**src/rtl/tlut_pkg.sv**
```systemverilog
// Shared types and default sizing for the temporal-LUT sequencer.
package tlut_pkg;

  typedef enum logic [2:0] {
    IDLE,
    LOAD,
    RUN,
    DRAIN,
    OUT
  } tlut_ctrl_state_e;

  localparam int DIM_A_DEF        = 4;
  localparam int DIM_C_DEF        = 4;
  localparam int INPUT_WIDTH_DEF  = 8;
  localparam int WEIGHT_WIDTH_DEF = 8;
  localparam int ACC_WIDTH_DEF    = 16;
  localparam int CELL_LAT_DEF     = 2;

  localparam int WIN     = 2 ** INPUT_WIDTH_DEF;
  localparam int DRAIN_W = $clog2(CELL_LAT_DEF + 1);

endpackage

```
**src/rtl/tlut_window_cnt.sv**
```systemverilog
// Up-counter from 0 to LAST; wrap pulses on the counting cycle that returns it to 0.
module tlut_window_cnt #(
  parameter int W    = 8,
  parameter int LAST = 255
) (
  input  logic         clk,
  input  logic         rst,
  input  logic         start,
  input  logic         count_en,
  output logic         wrap,
  output logic [W-1:0] cnt
);

  localparam logic [W-1:0] LAST_V = W'(LAST);

  assign wrap = count_en && (cnt == LAST_V);

  always_ff @(posedge clk) begin
    if (rst || start) begin
      cnt <= '0;
    end else if (count_en) begin
      cnt <= wrap ? '0 : cnt + W'(1);
    end
  end

endmodule

```
**src/rtl/tlut_seq_ctrl.sv**
```systemverilog
// Tile sequencer for one temporal-LUT SIMD cell: load operands, run one window,
// drain the cell pipeline, then hand the product vector downstream.
//
// state | meaning
// IDLE  | waiting for an operand tile (in_ready=1)
// LOAD  | cell samples operands, enable low
// RUN   | cell enable high for one full window
// DRAIN | enable low while the cell pipeline settles; capture on last cycle
// OUT   | result held under out_valid until out_ready
module tlut_seq_ctrl
  import tlut_pkg::*;
#(
  parameter int DIM_A        = DIM_A_DEF,
  parameter int DIM_C        = DIM_C_DEF,
  parameter int INPUT_WIDTH  = INPUT_WIDTH_DEF,
  parameter int WEIGHT_WIDTH = WEIGHT_WIDTH_DEF,
  parameter int ACC_WIDTH    = ACC_WIDTH_DEF,
  parameter int CELL_LAT     = CELL_LAT_DEF
) (
  input  logic                            clk,
  input  logic                            rst,
  input  logic                            in_valid,
  output logic                            in_ready,
  input  logic [DIM_A*INPUT_WIDTH-1:0]    in_act,
  input  logic [DIM_C*WEIGHT_WIDTH-1:0]   in_wgt,
  output logic [DIM_A*INPUT_WIDTH-1:0]    cell_input_bin,
  output logic [DIM_C*WEIGHT_WIDTH-1:0]   cell_weight_bin,
  output logic                            cell_enable,
  input  logic [DIM_A*ACC_WIDTH-1:0]      cell_product,
  output logic                            out_valid,
  input  logic                            out_ready,
  output logic [DIM_A*ACC_WIDTH-1:0]      out_data,
  output logic                            busy
);

  localparam int WIN_CYC = 1 << INPUT_WIDTH;
  localparam int DW      = $clog2(CELL_LAT + 1);

  tlut_ctrl_state_e state;

  logic [DIM_A*INPUT_WIDTH-1:0]  act_q;
  logic [DIM_C*WEIGHT_WIDTH-1:0] wgt_q;
  logic                          win_wrap;
  logic                          drain_wrap;
  logic [INPUT_WIDTH-1:0]        win_cnt;
  logic [DW-1:0]                 drain_cnt;
  logic                          unused_cnt;

  tlut_window_cnt #(.W(INPUT_WIDTH), .LAST(WIN_CYC - 1)) u_win_cnt (
    .clk      (clk),
    .rst      (rst),
    .start    (state == LOAD),
    .count_en (state == RUN),
    .wrap     (win_wrap),
    .cnt      (win_cnt)
  );

  tlut_window_cnt #(.W(DW), .LAST(CELL_LAT - 1)) u_drain_cnt (
    .clk      (clk),
    .rst      (rst),
    .start    (state == RUN),
    .count_en (state == DRAIN),
    .wrap     (drain_wrap),
    .cnt      (drain_cnt)
  );

  // Sequencing runs off the wrap pulses; the count values are not needed here.
  assign unused_cnt = ^{win_cnt, drain_cnt};

  assign cell_input_bin  = act_q;
  assign cell_weight_bin = wgt_q;

  always_ff @(posedge clk) begin
    if (rst) begin
      state       <= IDLE;
      in_ready    <= 1'b0;
      cell_enable <= 1'b0;
      out_valid   <= 1'b0;
      busy        <= 1'b0;
      out_data    <= '0;
      act_q       <= '0;
      wgt_q       <= '0;
    end else begin
      case (state)
        IDLE: begin
          if (in_valid && in_ready) begin
            act_q    <= in_act;
            wgt_q    <= in_wgt;
            state    <= LOAD;
            in_ready <= 1'b0;
            busy     <= 1'b1;
          end else begin
            in_ready <= 1'b1;
          end
        end
        LOAD: begin
          state       <= RUN;
          cell_enable <= 1'b1;
        end
        RUN: begin
          if (win_wrap) begin
            state       <= DRAIN;
            cell_enable <= 1'b0;
          end
        end
        DRAIN: begin
          if (drain_wrap) begin
            out_data  <= cell_product;
            state     <= OUT;
            out_valid <= 1'b1;
          end
        end
        OUT: begin
          if (out_ready) begin
            state     <= IDLE;
            out_valid <= 1'b0;
            busy      <= 1'b0;
            in_ready  <= 1'b1;
          end
        end
        default: begin
          state       <= IDLE;
          in_ready    <= 1'b0;
          cell_enable <= 1'b0;
          out_valid   <= 1'b0;
          busy        <= 1'b0;
        end
      endcase
    end
  end

endmodule

```
**config.mk**
```make
export PLATFORM = sky130hd
export DESIGN_NAME = tlut_seq_ctrl
export DESIGN_NICKNAME = d
export VERILOG_FILES = /design/src/rtl/tlut_pkg.sv /design/src/rtl/tlut_window_cnt.sv /design/src/rtl/tlut_seq_ctrl.sv
export SDC_FILE = /design/constraint.sdc
export NUM_CORES = 1
export LEC_CHECK = 0
export CAP_MARGIN = 20
export CORE_MARGIN = 10
export CORE_UTILIZATION = 40
export DETAILED_ROUTE_END_ITERATION = 10
export HOLD_SLACK_MARGIN = 0.15
export PLACE_DENSITY = 0.8
export SLEW_MARGIN = 25
export SYNTH_ARGS = -nofsm -noshare
export SYNTH_HDL_FRONTEND = slang
export SYNTH_SLANG_ARGS = --single-unit
```
**constraint.sdc**
```tcl
create_clock -name clk -period 1.9 [get_ports clk]
set_clock_uncertainty 0.2 [all_clocks]
set_input_delay 0.285 -clock clk [delete_from_list [all_inputs] [get_ports clk]]
set_output_delay 0.285 -clock clk [all_outputs]
set_load 0.005 [all_outputs]
```
# After elaboration in Yosys (flattened, before gate mapping)
# Cells that the tools add are included.
totals:
  inputBits: 132
  ff_bits: 145
  wordCells: 58
  output_inout_bits: 132
classes:
  eq_ne: 10
  bitwise: 3
  mux: 17
  add_sub_neg: 2
  n_reduce_logical: 16
ops:
  columns: ["op", "n"]
  rows:
  - ["$pmux 3 s5", 1]
  - ["$mux 3", 4]
  - ["$pmux 1 s3", 4]
  - ["$reduce_or 3->1", 3]
  - ["$add 8x1->8 const B", 1]
  - ["$eq 8x8->1 const B", 1]
  - ["$mux 8", 1]
  - ["$ne 2x2->1 const B", 4]
  - ["$reduce_and 2->1", 4]
  - ["$eq 3x2->1 const B", 2]
  - ["$mux 1", 6]
  - ["$reduce_and 3->1", 2]
  - ["$reduce_and 4->1", 1]
  - ["$eq 3x1->1 const B", 1]
  - ["$eq 3x3->1 const B", 1]
  - ["$logic_and 1x1->1", 3]
  - ["$logic_not 3->1", 1]
  - ["$not 1->1", 3]
  - ["$add 2x1->2 const B", 1]
  - ["$eq 2x1->1 const B", 1]
  - ["$logic_or 1x1->1", 2]
  - ["$mux 2", 1]

# Logic depth before layout (Yosys ltp)
# Gate-level depths: netlist (run 1).
depth:
  ltp_word: 4
  depth_mapped: 6
  depth_no_buf: 5

# Hierarchy
# A second synthesis (run 1) with hierarchy kept.
unflattened:
  hier_cells: 647
  area_unflattened_um2: 5868.1
modules_own_cells:
  columns: ["module", "cells_each", "area_per_inst_um2", "instances", "seq_area_each_um2"]
  rows:
  - ["tlut_seq_ctrl", 597, 5421.4, 1, 2702.6]
  - ["tlut_window_cnt (u_win_cnt)", 42, 370.4, 1, 160.2]
  - ["tlut_window_cnt (u_drain_cnt)", 8, 76.3, 1, 40.0]

# Worst setup path after synthesis (run 1)
# No wires, ideal clock.
synth_path:
  kind: "reg-to-reg"
  startpoint: "register in_ready"
  endpoint: "register wgt_q[10], in the netlist cell_weight_bin[10]"
  path_stages_with_launch: 7
  slack_ns: 0.289
  required_time_ns: 1.568
  synth_period_minus_slack_ns: 1.611
  arrival_ns: 1.279
  setup_ns: 0.132
  path_buffers: 2
  cell_sequence: "dfxtp_1 nand2_1 or4_1 buf_2 buf_2 nand2_1 a21oi_1"
synth_between:
  elab_chain_len: 2
synth_rtl:
  columns: ["element", "line_no", "text"]
  rows:
  - ["start, declared", "tlut_seq_ctrl.sv:23", "output logic in_ready,"]
  - ["start signal, assigned", "tlut_seq_ctrl.sv:76", "in_ready <= 1'b0;"]
  - ["start signal, assigned", "tlut_seq_ctrl.sv:90", "in_ready <= 1'b0;"]
  - ["start signal, assigned", "tlut_seq_ctrl.sv:93", "in_ready <= 1'b1;"]
  - ["$logic_and 1x1->1", "tlut_seq_ctrl.sv:86", "if (in_valid && in_ready) begin"]
  - ["$reduce_and 2->1 (no source line)", null, null]
  - ["end signal, assigned", "tlut_seq_ctrl.sv:88", "wgt_q <= in_wgt;"]
  - ["end, declared", "tlut_seq_ctrl.sv:42", "logic [DIM_C*WEIGHT_WIDTH-1:0] wgt_q;"]
# Every way passes these cells.
# A chain may end at the register's enable or synchronous reset.

# Final worst setup path (run 1)
layout_path:
  startpoint: "register busy"
  endpoint: "output busy"
layout_lines:
  columns: ["element", "line_no", "text"]
  rows:
  - ["start, declared", "tlut_seq_ctrl.sv:33", "output logic busy"]
  - ["start signal, assigned", "tlut_seq_ctrl.sv:79", "busy <= 1'b0;"]
  - ["start signal, assigned", "tlut_seq_ctrl.sv:91", "busy <= 1'b1;"]
  - ["start signal, assigned", "tlut_seq_ctrl.sv:117", "busy <= 1'b0;"]
# No word-level cell between the ends.

==> out/metrics.csv, run 1 <==
metric,value,unit
run status,completed,
Crit path required time,1.41,ns
mapped cell area,0.00520,mm²
part of the cycle the worst path needs,0.942,
placed instance area,0.00811,mm²
RePlAce Congestion,0.773,
Reg2Reg Depth,4,
Antenna Cells,0,
sequential-to-total area share from yosys stat,0.558,
area grow syn2layout,66.9,%
arrival time at the worst endpoint,1.31,ns
total routed wirelength,17300,µm
Lkg Pwr,3.05,nW
vias,5203,
WS Path Type,reg -> out,
TritonCTS sink count,145,
reg2reg start,state[0],
Post-Place Setup Slack,-0.259,ns
clock transition at the registers of the reported paths,0.05,ns
Synth async-reset ratio,0,
fillers,1052,
startpoint types,flip-flop,
Synth Net Count,786,
Final Hold Fails,0,
top-count cell post-synth,nand2_1,
vias in the first global route,4896,
die width,134,µm
Crit. Startpoint,busy,
# nets final,1045,
clk_lat worst skew,0.41,ns
drt via density,4.74,
Worst-Margin Slew,0.468,ns
setup TNS,0,ns
GRT Overall Usage,0.183,
DRT Pass-1 Iters,4,
RSZ-0062 raised after global routing,no,
Max-Cap Viols,0,
fin area,0.00868,mm²
Worst R2R Setup Slack,0.11,ns
TritonCTS clock tree,done,
maximum fanout along the worst path,3,
hpwl dp,12800,µm
global route overflow,0,
clock root cell,clkbuf_16,
CTS Buffer Depth,2,
Post-CTS Setup Inserts,0,
H-tree depth,4,
HP Class,in -> reg,
DIE AREA,0.0180,mm²
worst-path cell chain,clkdlybuf4s50_1,
wire length per cell,15.8,µm
die height,134,µm
global-route wire length before repair,26300,µm
Final min period,1.79,ns
DRC,0,
pwr/cell area,813,mW/mm²
Setup Viol. Count Final,0,
"Top FF cell, synth",dfxtp_1,
total power draw,0.00706,W
Crit path max-delay family,buffers and inverters,
Commonest cells post-synth,"nand2_1 (262), dfxtp_1 (145), a21oi_1 (133)",
VDD IR max,0.000709,V
Port Buffer Count,263,
worst-path cell with the longest stage delay,clkdlybuf4s50_1,
share of the synthesized area in the top cell type,0.558,
Initial DRC Count,296,
#FFs+latches synth,145,
Mean Syn Cell Area,7.97,µm²
initial core utilization,0.411,
YS warnings,0,
antenna violations before repair,0,
Slew Limit Fails,0,
boundary pin count,264,
Hold WS,0.219,ns
Bufs and invs on worst path,1,
post-synthesis cell count,653,
row cnt,41,
"top cells by area, synth","dfxtp_1 (56%), nand2_1 (19%), a21oi_1 (13%)",
Num CTS Buffers,17,
Max Clock Freq,0.559,GHz
Post-synth EDFFs,0,
fin worst setup slack,0.110,ns
share of post-route cells with drive strength above 1,0.0595,
Synth area leader,dfxtp_1,
worst stage delay on the critical path,0.54,ns
Crit path depth,1,
Synth cell types,35,
largest net degree at the start of global routing,66,
Critical Path End,busy,
ANT nets after route,0,
area of the core,0.0127,mm²
max_slew headroom,0.688,
worst reg2reg endpoint,cell_weight_bin[22],
Critical Path End Type,primary output,
[worst min-delay path by stage]
stage,start,end,slack [ns],cells after the start
after CTS,in_act[22],cell_input_bin[22],0.20,3
after floorplan,in_act[0],cell_input_bin[0],0.22,2
after global placement,cell_weight_bin[29],cell_weight_bin[29],0.24,2
after global routing,in_act[16],cell_input_bin[16],0.21,3
after detailed placement,cell_weight_bin[21],cell_weight_bin[21],0.25,2
final,in_wgt[0],cell_weight_bin[0],0.22,3
[registers in the layout, summed over array words and instances, names as in the netlist]
signal / cells
out_data: 64
cell_input_bin: 32
cell_weight_bin: 32
u_win_cnt.cnt: 8
state: 3
u_drain_cnt.cnt: 2
busy: 1
cell_enable: 1
in_ready: 1
out_valid: 1
[worst register-to-register path: cells and delay by family, from the launching register on]
family | cells | cell delay (ns)
buffers and inverters | 1 | 0.22
AO/OA/AOI/OAI | 1 | 0.08
flip-flops | 1 | 0.34
AND/OR/NAND/NOR | 2 | 0.84
[metal layers]
layer | vias to the layer above | track usage | wire [µm]
li1 | 2653 | - | -
met1 | 2338 | 0.197 | 6780
met2 | 186 | 0.305 | 8490
met3 | 26 | 0.0855 | 1570
met4 | 0 | 0.0719 | 478
met5 | - | 0 | 0
[what timing repair did]
item | in CTS | in global routing
hold buffers | 1 | 0
endpoints found under the hold margin | 28 | 0
endpoints found under the setup margin | 0 | 6
resized for setup | 0 | 3
[cells by family (layout without fill, tap and decap cells)]
| family | after synthesis | after routing | share of synthesized area |
|---|---|---|---|
| AND/OR/NAND/NOR | 309 | 309 | 0.242 |
| AO/OA/AOI/OAI | 144 | 144 | 0.143 |
| multiplexers | 1 | 1 | 0.00192 |
| XOR/XNOR | 6 | 6 | 0.0101 |
| flip-flops | 145 | 145 | 0.558 |
| buffers and inverters | 47 | 319 | 0.0430 |
| adder cells (fa/ha/maj) | 1 | 1 | 0.00240 |
[placed cells by master, fill, tap and decap left out, types with 2 or more instances in the layout]
cell,n
dlymetal6s2s_1,2
nand4_1,2
nor3b_1,3
nand2_1,262
clkdlybuf4s50_1,260
clkbuf_8,4
clkinv_2,2
nor3_1,10
o21ai_1,2
clkbuf_16,17
buf_12,8
xor2_1,2
a2bb2oi_1,2
clkbuf_1,7
xnor2_1,4
nor2b_1,5
nand2b_1,2
buf_4,16
a21oi_1,133
nand3_1,3
a31oi_1,2
dfxtp_1,144
nor2_1,10
[area by class of cell]
class	instances	area, µm²	area share
clock buffers	28	507	0.0583
clock inverters	4	48.8	0.00562
multi-input cells	461	2090	0.241
flip-flops and latches	145	2900	0.334
well taps	172	215	0.0248
repair buffers	287	2920	0.336
[power breakdown]
part	total, W	internal, W	switching [W]
registers	0.00318	0.00313	0.0000473
logic	0.000793	0.000492	0.000301
clock network	0.00310	0.00194	0.00116
total	0.00706	0.00556	0.00150
[stage by stage]
stage          cells   util
2_1_floorplan    653      -
3_3_place_gp    1064  0.640
3_5_place_dp    1064  0.640
4_1_cts         1097  0.685
5_1_grt         1097  0.685
6_report        1097  0.685
Note: power is estimated with default switching activity, not from simulation.
==> inputs of run 2 (changes only) <==
--- a/config.mk
+++ b/config.mk
@@ -7,11 +7,12 @@
 export LEC_CHECK = 0
 export CAP_MARGIN = 20
 export CORE_MARGIN = 10
-export CORE_UTILIZATION = 40
+export CORE_UTILIZATION = 42
 export DETAILED_ROUTE_END_ITERATION = 10
 export HOLD_SLACK_MARGIN = 0.15
-export PLACE_DENSITY = 0.8
+export PLACE_DENSITY = 0.81
 export SLEW_MARGIN = 25
 export SYNTH_ARGS = -nofsm -noshare
 export SYNTH_HDL_FRONTEND = slang
+export SYNTH_HIERARCHICAL = 1
 export SYNTH_SLANG_ARGS = --single-unit
==> run 2 against run 1 <==
Cell count is 1.7% higher; global-route usage is 0.46 points lower; critical endpoint is now out_data[19]; setup slack worse by 0.10 ns; via count is 3.2% higher; sequential power is 1% higher; highest routed layer unchanged; routed wire length is 12% higher; largest power group is now clock; area after synthesis is 13% higher; sequential share of layout area is 3.5 points lower.
==> out/metrics.csv, run 2 <==
metric,value,unit
run status,completed,
dpl cells,1072,
"Top FF cell, synth",dfxtp_1,
fillers,1078,
Largest Register,out_data,
vias,5367,
Reg power frac,0.419,
Critical Path End Type,flip-flop,
DR top layer,met4,
CTS Buffer Depth,2,
drt via density,4.81,
Synth async-reset ratio,0,
TritonCTS clock tree,done,
wire length per cell,17.4,µm
Crit. Startpoint,state[2],
Synth cell types,41,
Worst R2R Setup Slack,0.005,ns
die width,138,µm
worst stage delay on the critical path,0.42,ns
worst-path cell chain,inv_2 > and3_4 > nand2_4 > nor2_4 > and4b_4 > clkbuf_16 > nand2_1 > a21oi_1,
met2 WL,10400,µm
share of post-route cells with drive strength above 1,0.100,
Switching Share,0.225,
Final min period,1.89,ns
pwr/cell area,792,mW/mm²
Num CTS Buffers,17,
Comb pwr share,0.134,
startpoint types,flip-flop,
worst-path cell with the longest stage delay,and4b_4,
Worst-Margin Slew,0.472,ns
max_slew headroom,0.684,
total routed wirelength,19400,µm
WS Path Type,reg -> reg,
Commonest cells post-synth,"dfxtp_1 (145), nand2_1 (135), nand2b_1 (131)",
mapped cell area,0.00587,mm²
placed instance area,0.00883,mm²
Metal-1 WL,7900,µm
worst reg2reg endpoint,out_data[19],
area grow syn2layout,65.4,%
top-count cell post-synth,dfxtp_1,
TritonCTS sink count,145,
Max Clock Freq,0.528,GHz
fin area,0.00970,mm²
die height,138,µm
Post-synth EDFFs,0,
hpwl dp,13400,µm
clock transition at the registers of the reported paths,0.06,ns
initial core utilization,0.426,
VDD IR max,0.000756,V
DIE AREA,0.0191,mm²
"leading cell type in the layout, fill and taps excluded",clkdlybuf4s50_1,
Reg2Reg Depth,8,
Post-Place Setup Slack,-0.0639,ns
Critical Path End,out_data[19],
HP Class,in -> reg,
reg2reg start,state[2],
largest net degree at the start of global routing,119,
"top cells by area, synth","dfxtp_1 (49%), nand2b_1 (14%), mux2i_1 (11%)",
area of the core,0.0138,mm²
total power draw,0.00769,W
max FFs per register,64,
clock group share of total power,0.447,
vias in the first global route,5030,
#FFs+latches synth,145,
GRT Overall Usage,0.178,
antenna violations before repair,0,
maximum fanout along the worst path,7,
sequential-to-total area share from yosys stat,0.495,
clk_lat worst skew,0.41,ns
Final Hold Fails,0,
part of the cycle the worst path needs,0.997,
Initial DRC Count,341,
DRT Pass-1 Iters,5,
row cnt,43,
boundary pin count,264,
RSZ-0062 raised after global routing,yes,
global route overflow,0,
Crit path required time,2.04,ns
final cell count without fillers,1116,
ANT nets after route,0,
H-tree depth,4,
routed length on met3,830,µm
arrival time at the worst endpoint,2.04,ns
global-route wire length before repair,27900,µm
Max-Cap Viols,0,
internal power,0.00596,W
Slew Limit Fails,0,
clock root cell,clkbuf_16,
DRC,0,
most frequent cells in the layout,"clkdlybuf4s50_1 (261), dfxtp_1 (142), nand2_1 (133)",
Lkg Pwr,3.42,nW
Antenna Cells,0,
Port Buffer Count,263,
share of the synthesized area in the top cell type,0.495,
YS warnings,6,
Net Switching,0.00173,W
Setup Viol. Count Final,0,
fin worst setup slack,0.00546,ns
Mean Syn Cell Area,9.07,µm²
post-synthesis cell count,647,
Synth area leader,dfxtp_1,
Synth Net Count,780,
# nets final,1056,
RePlAce Congestion,0.835,
run 2: power by group through the flow:
stage / combinational [W] / sequential, W / clock (W)
2_1_floorplan: 0.000381 / 0.00329 / 0
3_3_place_gp: 0.00101 / 0.00329 / 0
3_5_place_dp: 0.00102 / 0.00329 / 0
4_1_cts: 0.00103 / 0.00322 / 0.00350
5_1_grt: 0.00110 / 0.00323 / 0.00364
6_report: 0.00103 / 0.00322 / 0.00344
run 2: how the worst min path moves through the flow:
stage | start | endpoint | slack (ns) | cells after the start
2_1_floorplan | rst | u_drain_cnt/cnt[0] | 0.16 | 1
3_3_place_gp | out_data[8] | out_data[8] | 0.24 | 2
3_5_place_dp | out_data[2] | out_data[2] | 0.25 | 2
4_1_cts | cell_product[13] | out_data[13] | 0.20 | 3
5_1_grt | cell_product[32] | out_data[32] | 0.21 | 3
6_report | cell_product[11] | out_data[11] | 0.21 | 3
run 2: final cells by class:
cell class / instances / area (µm²) / share of cell area
clock buffers: 20 / 457 / 0.0471
clock inverters: 12 / 158 / 0.0162
inverters: 2 / 7.51 / 0.000774
multi-input cells: 454 / 2780 / 0.286
flip-flops and latches: 145 / 2910 / 0.300
well taps: 180 / 225 / 0.0232
repair buffers: 303 / 3170 / 0.327
run 2: routing by layer:
metal,global-route usage,vias to the layer above
li1,-,2673
met1,0.195,2524
met2,0.328,151
met3,0.0493,19
met4,0.0483,0
met5,0,-
run 2: stage by stage:
stage                     hold WS, ns  TNS [ns]  utilization
after detailed placement        0.246     -1.82        0.641
after global routing            0.212    -0.814        0.705
final                           0.212         0        0.705
after floorplan                 0.156    -0.234            -
after global placement          0.241  -0.00392        0.641
after CTS                       0.197         0        0.686
run 2: timing repair:
| item | CTS | global route |
|---|---|---|
| endpoints found under the setup margin | 1 | 45 |
| setup buffers | 0 | 1 |
| pin swaps | 0 | 6 |
| cloned | 0 | 10 |
| hold buffers | 1 | 0 |
| endpoints found under the hold margin | 13 | 0 |
| resized for setup | 1 | 20 |
run 2: worst max-delay path, delay by kind of cell, from the launching register on:
kind,cells,cell delay (ns)
AOI/OAI and AO/OA,1,0.14
and+or+nand+nor,5,0.89
DFF,1,0.33
buffers and inverters,2,0.27
run 2: cells by family (layout without fill, tap and decap cells):
group / count (synthesis) / count (layout) / share of synthesized area
AOI/OAI and AO/OA: 83 / 83 / 0.0746
xor gates and xnor gates: 4 / 4 / 0.00597
adders and majority gates: 1 / 1 / 0.00213
buffers and inverters: 49 / 337 / 0.0486
DFF: 145 / 145 / 0.495
muxes: 65 / 65 / 0.111
and+or+nand+nor: 300 / 301 / 0.263
==> inputs of run 3 (changes only) <==
==> constraint.sdc (replaced) <==
create_clock -name clk -period 1.9 [get_ports clk]
set_clock_uncertainty 0.2 [all_clocks]
set_input_delay 0.38 -clock clk [delete_from_list [all_inputs] [get_ports clk]]
set_output_delay 0.38 -clock clk [all_outputs]
set_load 0.005 [all_outputs]
==> run 3 against run 2 <==
Sequential share of layout area about the same; flip-flop and latch count unchanged; critical path type is now reg -> out; clock power increased by 10%; hold slack improved by 0.0052 ns; via count decreased by 2.5%; die area unchanged; utilization unchanged; sequential power about the same; count of clock-buffer cells in the layout decreased by 1.
==> out/metrics.csv, run 3 (same netlist as run 2, synthesis figures left out) <==
metric,value,unit
ANT nets after route,0,
antenna violations before repair,1,
"leading cell type in the layout, fill and taps excluded",clkdlybuf4s50_1,
most frequent cells in the layout,"clkdlybuf4s50_1 (211), dfxtp_1 (141), nand2_1 (135)",
clock transition at the registers of the reported paths,0.06,ns
pwr/cell area,825,mW/mm²
worst stage delay on the critical path,0.54,ns
Critical Path End Type,primary output,
arrival time at the worst endpoint,1.29,ns
RSZ-0062 raised after global routing,yes,
Final Hold Fails,0,
worst-path cell with the longest stage delay,clkdlybuf4s50_1,
total routed wirelength,19000,µm
Slew Limit Fails,0,
area of the core,0.0138,mm²
Max Clock Freq,0.535,GHz
total power draw,0.00801,W
Port Buffer Count,263,
row cnt,43,
HP Class,in -> reg,
max FFs per register,64,
placed instance area,0.00882,mm²
hpwl dp,13500,µm
global-route wire length before repair,28700,µm
DRT Pass-1 Iters,4,
Lkg Pwr,4.16,nW
fillers,1062,
Crit path required time,1.32,ns
initial core utilization,0.426,
drt via density,4.69,
Max-Cap Viols,0,
final cell count without fillers,1116,
Num CTS Buffers,17,
H-tree depth,4,
GRT Overall Usage,0.185,
# nets final,1055,
Initial DRC Count,240,
setup TNS,0,ns
fin worst setup slack,0.0320,ns
DRC,0,
vias,5235,
area grow syn2layout,65.4,%
clock root cell,clkbuf_16,
Post-Place Setup Slack,-0.130,ns
worst-path cell chain,clkdlybuf4s50_1,
WS Path Type,reg -> out,
clk_lat worst skew,0.41,ns
Largest Register,out_data,
DIE AREA,0.0191,mm²
CTS Buffer Depth,2,
Crit path max-delay family,buffers and inverters,
maximum fanout along the worst path,2,
die width,138,µm
die height,138,µm
dpl cells,1076,
TritonCTS clock tree,done,
TritonCTS sink count,145,
Setup Viol. Count Final,0,
largest net degree at the start of global routing,126,
boundary pin count,264,
Final min period,1.87,ns
fin area,0.00970,mm²
VDD IR max,0.000855,V
run status,completed,
part of the cycle the worst path needs,0.983,
share of post-route cells with drive strength above 1,0.0920,
max_slew headroom,0.715,
Bufs and invs on worst path,1,
vias in the first global route,5112,
startpoint types,flip-flop,
global route overflow,0,
RePlAce Congestion,0.831,
Worst-Margin Slew,0.426,ns
wire length per cell,17.0,µm
run 3: cell count changes in the layout (fill, tap and decap cells not counted), moves of 5 or more:
| cell | change |
|---|---|
| dlygate4sd2_1 | +11 |
| a21oi_1 | +5 |
| a21oi_2 | -5 |
| dlymetal6s2s_1 | +39 |
| buf_4 | +8 |
| clkdlybuf4s50_1 | -50 |
run 3: final cells by class:
cell class	count	area, µm²	share of cell area
Multi-Input combinational cell	453	2730	0.281
Clock inverter	13	233	0.0240
Antenna cell	1	2.50	0.000258
Inverter	2	7.51	0.000774
Timing Repair Buffer	303	3160	0.326
Clock buffer	19	443	0.0456
Sequential cell	145	2910	0.300
Tap cell	180	225	0.0232
run 3: power breakdown:
group / switching (W) / internal [W]
combinational: 0.000351 / 0.000633
clock: 0.00130 / 0.00250
sequential: 0.0000690 / 0.00315
run 3: path summary, 6_finish.rpt:
kind / slack, ns / endpoint / cells after the start / start
max: 0.03 / out_data[53] / 1 / out_data[53]
min: 0.22 / u_win_cnt/cnt[0] / 4 / rst
max reg2reg: 0.06 / cell_enable / 8 / state[2]
min reg2reg: 0.25 / out_data[30] / 2 / out_data[30]
run 3: timing repair:
| item | 4_1_cts | 5_1_grt |
|---|---|---|
| setup buffers | 0 | 5 |
| endpoints found under the hold margin | 0 | 0 |
| gates resized for setup | 13 | 50 |
| cloned | 0 | 2 |
| pin swaps | 0 | 7 |
| endpoints found under the setup margin | 14 | 109 |
| hold buffers | 0 | 0 |
run 3: metal layers:
| metal | track usage | vias to the layer above | part of all wire |
|---|---|---|---|
| li1 | - | 2672 | - |
| met1 | 0.203 | 2418 | 0.41 |
| met2 | 0.331 | 127 | 0.54 |
| met3 | 0.0531 | 18 | 0.042 |
| met4 | 0.0649 | 0 | 0.015 |
| met5 | 0 | - | 0 |
run 3: metrics by stage:
step	hold slack, ns	utilization
2_1_floorplan	0.251	-
3_3_place_gp	0.240	0.640
3_5_place_dp	0.246	0.640
4_1_cts	0.200	0.688
5_1_grt	0.237	0.705
6_report	0.217	0.705
